`config.mk`:
```
export PLATFORM = sky130hd
export DESIGN_NAME = hazard_controller
export DESIGN_NICKNAME = d
export VERILOG_FILES = /design/src/rtl/hazard_controller.sv
export SDC_FILE = /design/constraint.sdc
export NUM_CORES = 1
export LEC_CHECK = 0
export ABC_CLOCK_PERIOD_IN_PS = 4300
export CORE_MARGIN = 2
export CORE_UTILIZATION = 43
export CTS_BUF_LIST = sky130_fd_sc_hd__clkbuf_2
export CTS_CLUSTER_DIAMETER = 60
export CTS_CLUSTER_SIZE = 25
export DETAILED_ROUTE_END_ITERATION = 10
export GPL_TIMING_DRIVEN = 1
export PLACE_DENSITY_LB_ADDON = 0.12
export SLEW_MARGIN = 20
export SYNTH_ARGS = -nofsm -noshare
export SYNTH_HDL_FRONTEND = slang
export SYNTH_SLANG_ARGS = --single-unit
```
`constraint.sdc`:
```
create_clock -name CLK -period 4.3 [get_ports CLK]
set_input_delay 0.645 -clock CLK [delete_from_list [all_inputs] [get_ports CLK]]
set_output_delay 0.645 -clock CLK [all_outputs]
set_load 0.02 [all_outputs]
```
`src/rtl/hazard_controller.sv`:
```
// Load-use hazard controller: stalls decode while a dependent load is in flight.
// Optional HAZARD_STATS_EN macro enables the STALL_CYCLES statistics counter.
module hazard_controller #(
  parameter int unsigned CNT_W   = 4,
  parameter int unsigned TIMEOUT = 15
) (
  input  logic        CLK,
  input  logic        RST,
  input  logic [15:0] BUS,
  input  logic [3:0]  LD_reg,
  input  logic [5:0]  SEL_id,
  input  logic        MEM_LD_ex,
  input  logic [3:0]  LD_reg_ex,
  input  logic        MEM_RDY,
  input  logic        FLUSH,
  output logic [15:0] BUS_past,
  output logic [3:0]  LD_reg_past,
  output logic        STALL,
  output logic        ERR,
  output logic [15:0] STALL_CYCLES
);

  typedef enum logic [1:0] {StIdle, StWaitMem, StError} state_e;

  localparam logic [CNT_W-1:0] CntLast = CNT_W'(TIMEOUT - 1);

  state_e           r_state;
  logic [CNT_W-1:0] r_cnt;
  logic [3:0]       r_pend_reg;
  logic [15:0]      r_bus_past;
  logic [3:0]       r_ld_reg_past;
  logic             r_err;

  logic [3:0] w_y0_oh;
  logic [3:0] w_y1_oh;
  logic       w_hazard;
  logic       w_done;
  logic       w_stall;

  // Codes 4-7 are non-register sources and map to no destination.
  function automatic logic [3:0] src_onehot(input logic [2:0] code);
    return code[2] ? 4'b0000 : (4'b1000 >> code[1:0]);
  endfunction

  assign w_y0_oh  = src_onehot(SEL_id[5:3]);
  assign w_y1_oh  = src_onehot(SEL_id[2:0]);
  assign w_hazard = MEM_LD_ex && (LD_reg_ex != 4'b0000) &&
                    ((w_y0_oh == LD_reg_ex) || (w_y1_oh == LD_reg_ex));
  assign w_done   = MEM_RDY && (LD_reg == r_pend_reg);

  always_comb begin
    w_stall = 1'b0;
    unique case (r_state)
      StIdle:    w_stall = w_hazard && !FLUSH;
      StWaitMem: w_stall = !w_done && !FLUSH;
      StError:   w_stall = 1'b1;
      default:   w_stall = 1'b0;
    endcase
  end

  always_ff @(posedge CLK or posedge RST) begin
    if (RST) begin
      r_state       <= StIdle;
      r_cnt         <= '0;
      r_pend_reg    <= 4'b0000;
      r_bus_past    <= 16'h0000;
      r_ld_reg_past <= 4'b0000;
      r_err         <= 1'b0;
    end else begin
      // History keeps advancing even while decode is stalled.
      r_bus_past    <= BUS;
      r_ld_reg_past <= LD_reg;
      unique case (r_state)
        StIdle: begin
          if (w_hazard && !FLUSH) begin
            r_pend_reg <= LD_reg_ex;
            r_cnt      <= '0;
            r_state    <= StWaitMem;
          end
        end
        StWaitMem: begin
          if (w_done || FLUSH) begin
            r_state <= StIdle;
          end else begin
            r_cnt <= r_cnt + CNT_W'(1);
            if (r_cnt == CntLast) begin
              r_state <= StError;
              r_err   <= 1'b1;
            end
          end
        end
        StError: r_err <= 1'b1;
        default: r_state <= StIdle;
      endcase
    end
  end

`ifdef HAZARD_STATS_EN
  logic [15:0] r_stall_cycles;

  always_ff @(posedge CLK or posedge RST) begin
    if (RST) begin
      r_stall_cycles <= 16'h0000;
    end else if (w_stall && (r_stall_cycles != 16'hFFFF)) begin
      r_stall_cycles <= r_stall_cycles + 16'd1;
    end
  end

  assign STALL_CYCLES = r_stall_cycles;
`else
  assign STALL_CYCLES = 16'h0000;
`endif

  assign BUS_past    = r_bus_past;
  assign LD_reg_past = r_ld_reg_past;
  assign STALL       = w_stall;
  assign ERR         = r_err;

endmodule

```
==> results.txt, run 1 <==
----------------------------------------------------
[Synth]
  Unique masters post-synth ... 38
  Ys flop type ... sky130_fd_sc_hd__dfrtp_1
  Top area cells in the synthesized netlist ... sky130_fd_sc_hd__dfrtp_1 (56%), sky130_fd_sc_hd__buf_4 (8.6%), sky130_fd_sc_hd__mux2_4 (5.4%)
  Post-synthesis cell count ... 113
  Per-instance average area after synthesis ... 12.3 um2
  Portion of the post-synthesis area used by sequential elements ... 55.7%
  Yosys warns ... 0
  FF+latch count, synth ... 31
  Share of flip-flops with an asynchronous set or reset ... 100%
  Syn Std Cell Area ... 1390 um2
  Post-synthesis cell type with the largest combined area ... sky130_fd_sc_hd__dfrtp_1
  Area share of the largest cell type after synthesis ... 55.7%
  Number of enable flip-flop cells after synthesis ... 0

[STA]
  F_max ... 253 MHz
  Setup violators final ... 0
  Setup repair after global routing missed its margin ... no
  Slew headroom ... 58.2%
  Final worst-path cycle share ... 91.9%
  Setup TNS ... 0 ns
  Worst clock skew ... 0.00516 ns
  Slew Viols, Final ... 0
  Pin slew with the least headroom to its limit ... 0.627 ns
  Final critical path time including I/O delays and setup ... 3.95 ns
  Final hold slack ... 0.491 ns
  Final hold violation count ... 0

[Power and ir drop]
  Sequential cell fraction of total power ... 56.0%
  Internal power ... 0.000413 W
  Switching power as a share of total power ... 28.2%
  Pwr/cell area ... 291 nW/um2
  Reported leakage power ... 0.857 nW
  Clock share of power ... 21.5%
  Pwr Total ... 0.000574 W
  Reported net switching power ... 0.000162 W
  Combinational cell fraction of total power ... 22.5%
  Max IR drop VDD ... 0.000191 V

[GRT]
  Antenna violations before repair ... 0
  First-pass GRT wire length ... 4.15 mm
  Overall Global Routing Usage ... 15.8%
  Via count of the first global-routing pass ... 925
  Aggregate global routing overflow ... 0
  Maximum number of pins on one net before global-route repair ... 32

[Cells and area]
  Area growth from synthesis to final layout ... 41.5%
  Inserted Diodes ... 0
  Flip-flop count of the largest register, all copies and words added ... 16
  Post-route cell area ... 1970 um2
  Number of inserted filler cells in the final layout ... 255
  Layout Cells excl Fill ... 217
  Net count reported at finish ... 210
  Ratio of cells with drive above 1 in the final layout ... 10.4%

[Floorplanning]
  Floorplan Core Area ... 3080 um2
  Die Area ... 3710 um2
  Starting density of the core ... 45.3%
  Number of placement rows ... 20
  Top-level I/O count ... 73
  Chip width ... 60.9 um
  Vertical die dimension ... 60.9 um

[Route]
  DR pass1 iterations ... 4
  Detailed-route wire length per cell ... 12.7 um
  Number of DRC violations after detailed routing ... 0
  Detail Route Antenna Nets ... 0
  Via total after detailed routing ... 1017
  Final Routed Wirelength ... 2.75 mm
  Initial DRC Count ... 37
  Via-per-instance ratio ... 4.69

[Run status]
  Outcome ... completed

[Placement]
  Final GP Congestion ... 0.802
  Total of buffers placed on input and output ports ... 56
  Cell Area, Placed ... 1940 um2
  Cell count after placement ... 210
  Post-DP HPWL ... 2.19 mm

[Setup path]
  Setup crit start ... FLUSH
  Biggest fanout along the worst timing path ... 5
  Worst reg2reg path startpoint ... r_state[1]$_DFFE_PP0P_
  Sort of element at the start of the critical path ... input port
  Crit-path slowest cell ... sky130_fd_sc_hd__clkdlybuf4s50_1
  Delay of the slowest critical-path stage ... 0.59 ns
  Critical path arrival ... 3.31 ns
  Crit path kind ... input port to output port
  Cell with the most instances on the worst path ... sky130_fd_sc_hd__clkdlybuf4s50_1
  CP Cell Sequence ... clkdlybuf4s50_1 > or4b_4 > a211o_1 > or4_4 > o211ai_2 > nand2b_1 > clkdlybuf4s50_1
  Required time reported for the critical path endpoint ... 3.65 ns
  Worst setup EP type ... output port

[Min path]
  Start point of the worst min-delay path ... ERR$_DFFE_PP0P_
  Type of the most critical hold path ... flop to flop

[CTS]
  TritonCTS Buffers ... 5
  Clock sink count ... 31
  Count of hold-fix buffers inserted at cts ... 0
  Resized Gates After CTS ... 0
  CTS tree ... yes
  Insertion delay to the later sink of the worst-skew pair ... 0.34 ns
  Clock-pin slew of the registers on the worst-case setup and hold paths ... 0.14 ns
  CTS Root Cell ... sky130_fd_sc_hd__clkbuf_2
  CTS max path bufs ... 2
  Buffer count from post-CTS setup fixing ... 0
  Total number of H-tree levels ... 2

[Run]
  Total of max-cap violations ... 0

----------------------------------------------------
-- worst paths after layout --
path                            cells after the start  slack [ns]                        to
max in group asynchronous                           2        3.21      r_cnt[2]$_DFFE_PP0P_
worst min-delay path                                1        0.49           ERR$_DFFE_PP0P_
min in group asynchronous                           2        0.69  LD_reg_past[0]$_DFF_PP0_
worst max-delay path                                7        0.35                     STALL
worst max register to register                      5        1.94      r_cnt[1]$_DFFE_PP0P_
worst min register to register                      1        0.49           ERR$_DFFE_PP0P_
-- metal layers --
metal,share of wire (%),vias up,GRT usage [%],routed length (um)
met5,0,-,0,0
met4,2.6,0,9.01,71
met3,12,6,5.12,324
met2,45,74,24.7,1230
met1,41,456,19.2,1120
li1,-,481,-,-
-- cells in the mapped netlist, types with 3 or more instances --
cell type,n
sky130_fd_sc_hd__buf_4,16
sky130_fd_sc_hd__dfrtp_1,31
sky130_fd_sc_hd__inv_1,4
sky130_fd_sc_hd__mux2_4,5
sky130_fd_sc_hd__nand2b_1,4
sky130_fd_sc_hd__nor2_1,6
sky130_fd_sc_hd__nor2b_1,4
sky130_fd_sc_hd__o21ai_0,4
sky130_fd_sc_hd__xor2_1,3
-- power by group through the flow --
stage          sequential (W)  clock, W  combinational [W]
6_report             0.000322  0.000123           0.000129
5_1_grt              0.000324  0.000141           0.000139
4_1_cts              0.000322  0.000130           0.000130
3_5_place_dp         0.000327         0           0.000130
3_3_place_gp         0.000327         0           0.000128
2_1_floorplan        0.000338         0          0.0000631
-- cell families after synthesis --
group,synth area share [%]
and+or+nand+nor,13.6
adders and majority gates,1.80
xor gates and xnor gates,2.51
other,0.269
AOI/OAI and AO/OA,9.79
buffers and inverters,10.2
DFF,55.7
muxes,6.10
-- cell usage in the layout, fill, tap and decap left out, types with 2 or more instances in the layout --
cell	netlist	layout
sky130_fd_sc_hd__nor4_1	2	2
sky130_fd_sc_hd__clkdlybuf4s50_1	0	56
sky130_fd_sc_hd__clkbuf_2	0	5
sky130_fd_sc_hd__nor2b_1	4	4
sky130_fd_sc_hd__conb_1	1	16
sky130_fd_sc_hd__nor3_1	2	2
sky130_fd_sc_hd__a2111oi_0	2	2
sky130_fd_sc_hd__a22oi_1	2	2
sky130_fd_sc_hd__o21ai_0	4	4
sky130_fd_sc_hd__nand2b_1	4	4
sky130_fd_sc_hd__xor2_1	3	3
sky130_fd_sc_hd__nor2_1	6	6
sky130_fd_sc_hd__nand3_1	2	2
sky130_fd_sc_hd__mux2_4	5	5
sky130_fd_sc_hd__ha_1	2	2
sky130_fd_sc_hd__dfrtp_1	31	31
sky130_fd_sc_hd__inv_1	4	3
-- area by class of cell --
type,count,area [um2],share of cell area (%)
flip-flops and latches,31,776,39.3
repair buffers,56,561,28.4
multi-input cells,75,532,27.0
well taps,44,55.1,2.79
clock buffers,5,25.0,1.27
inverters,4,15.0,0.761
clock inverters,2,8.76,0.444
-- critical path: cells and delay by family --
kind | cells | cell delay, ns
buffers and inverters | 2 | 1.01
AOI/OAI and AO/OA | 2 | 0.42
and+or+nand+nor | 3 | 1.23
-- metrics by stage --
step / worst slack [ns] / util, %
after floorplan: 1.33 / -
after global placement: 0.373 / 63.0
after detailed placement: 0.335 / 63.0
after CTS: 0.329 / 64.1
after global routing: 0.276 / 64.1
final: 0.347 / 64.1
Note: power is estimated with default switching activity, not from simulation.
==> run 2, diff against run 1 <==
SKIP_CTS_REPAIR_TIMING = 1   (was unset)
==> results of run 2 <==
Same layout as run 1: the final DEF is identical, and so are final timing and power.
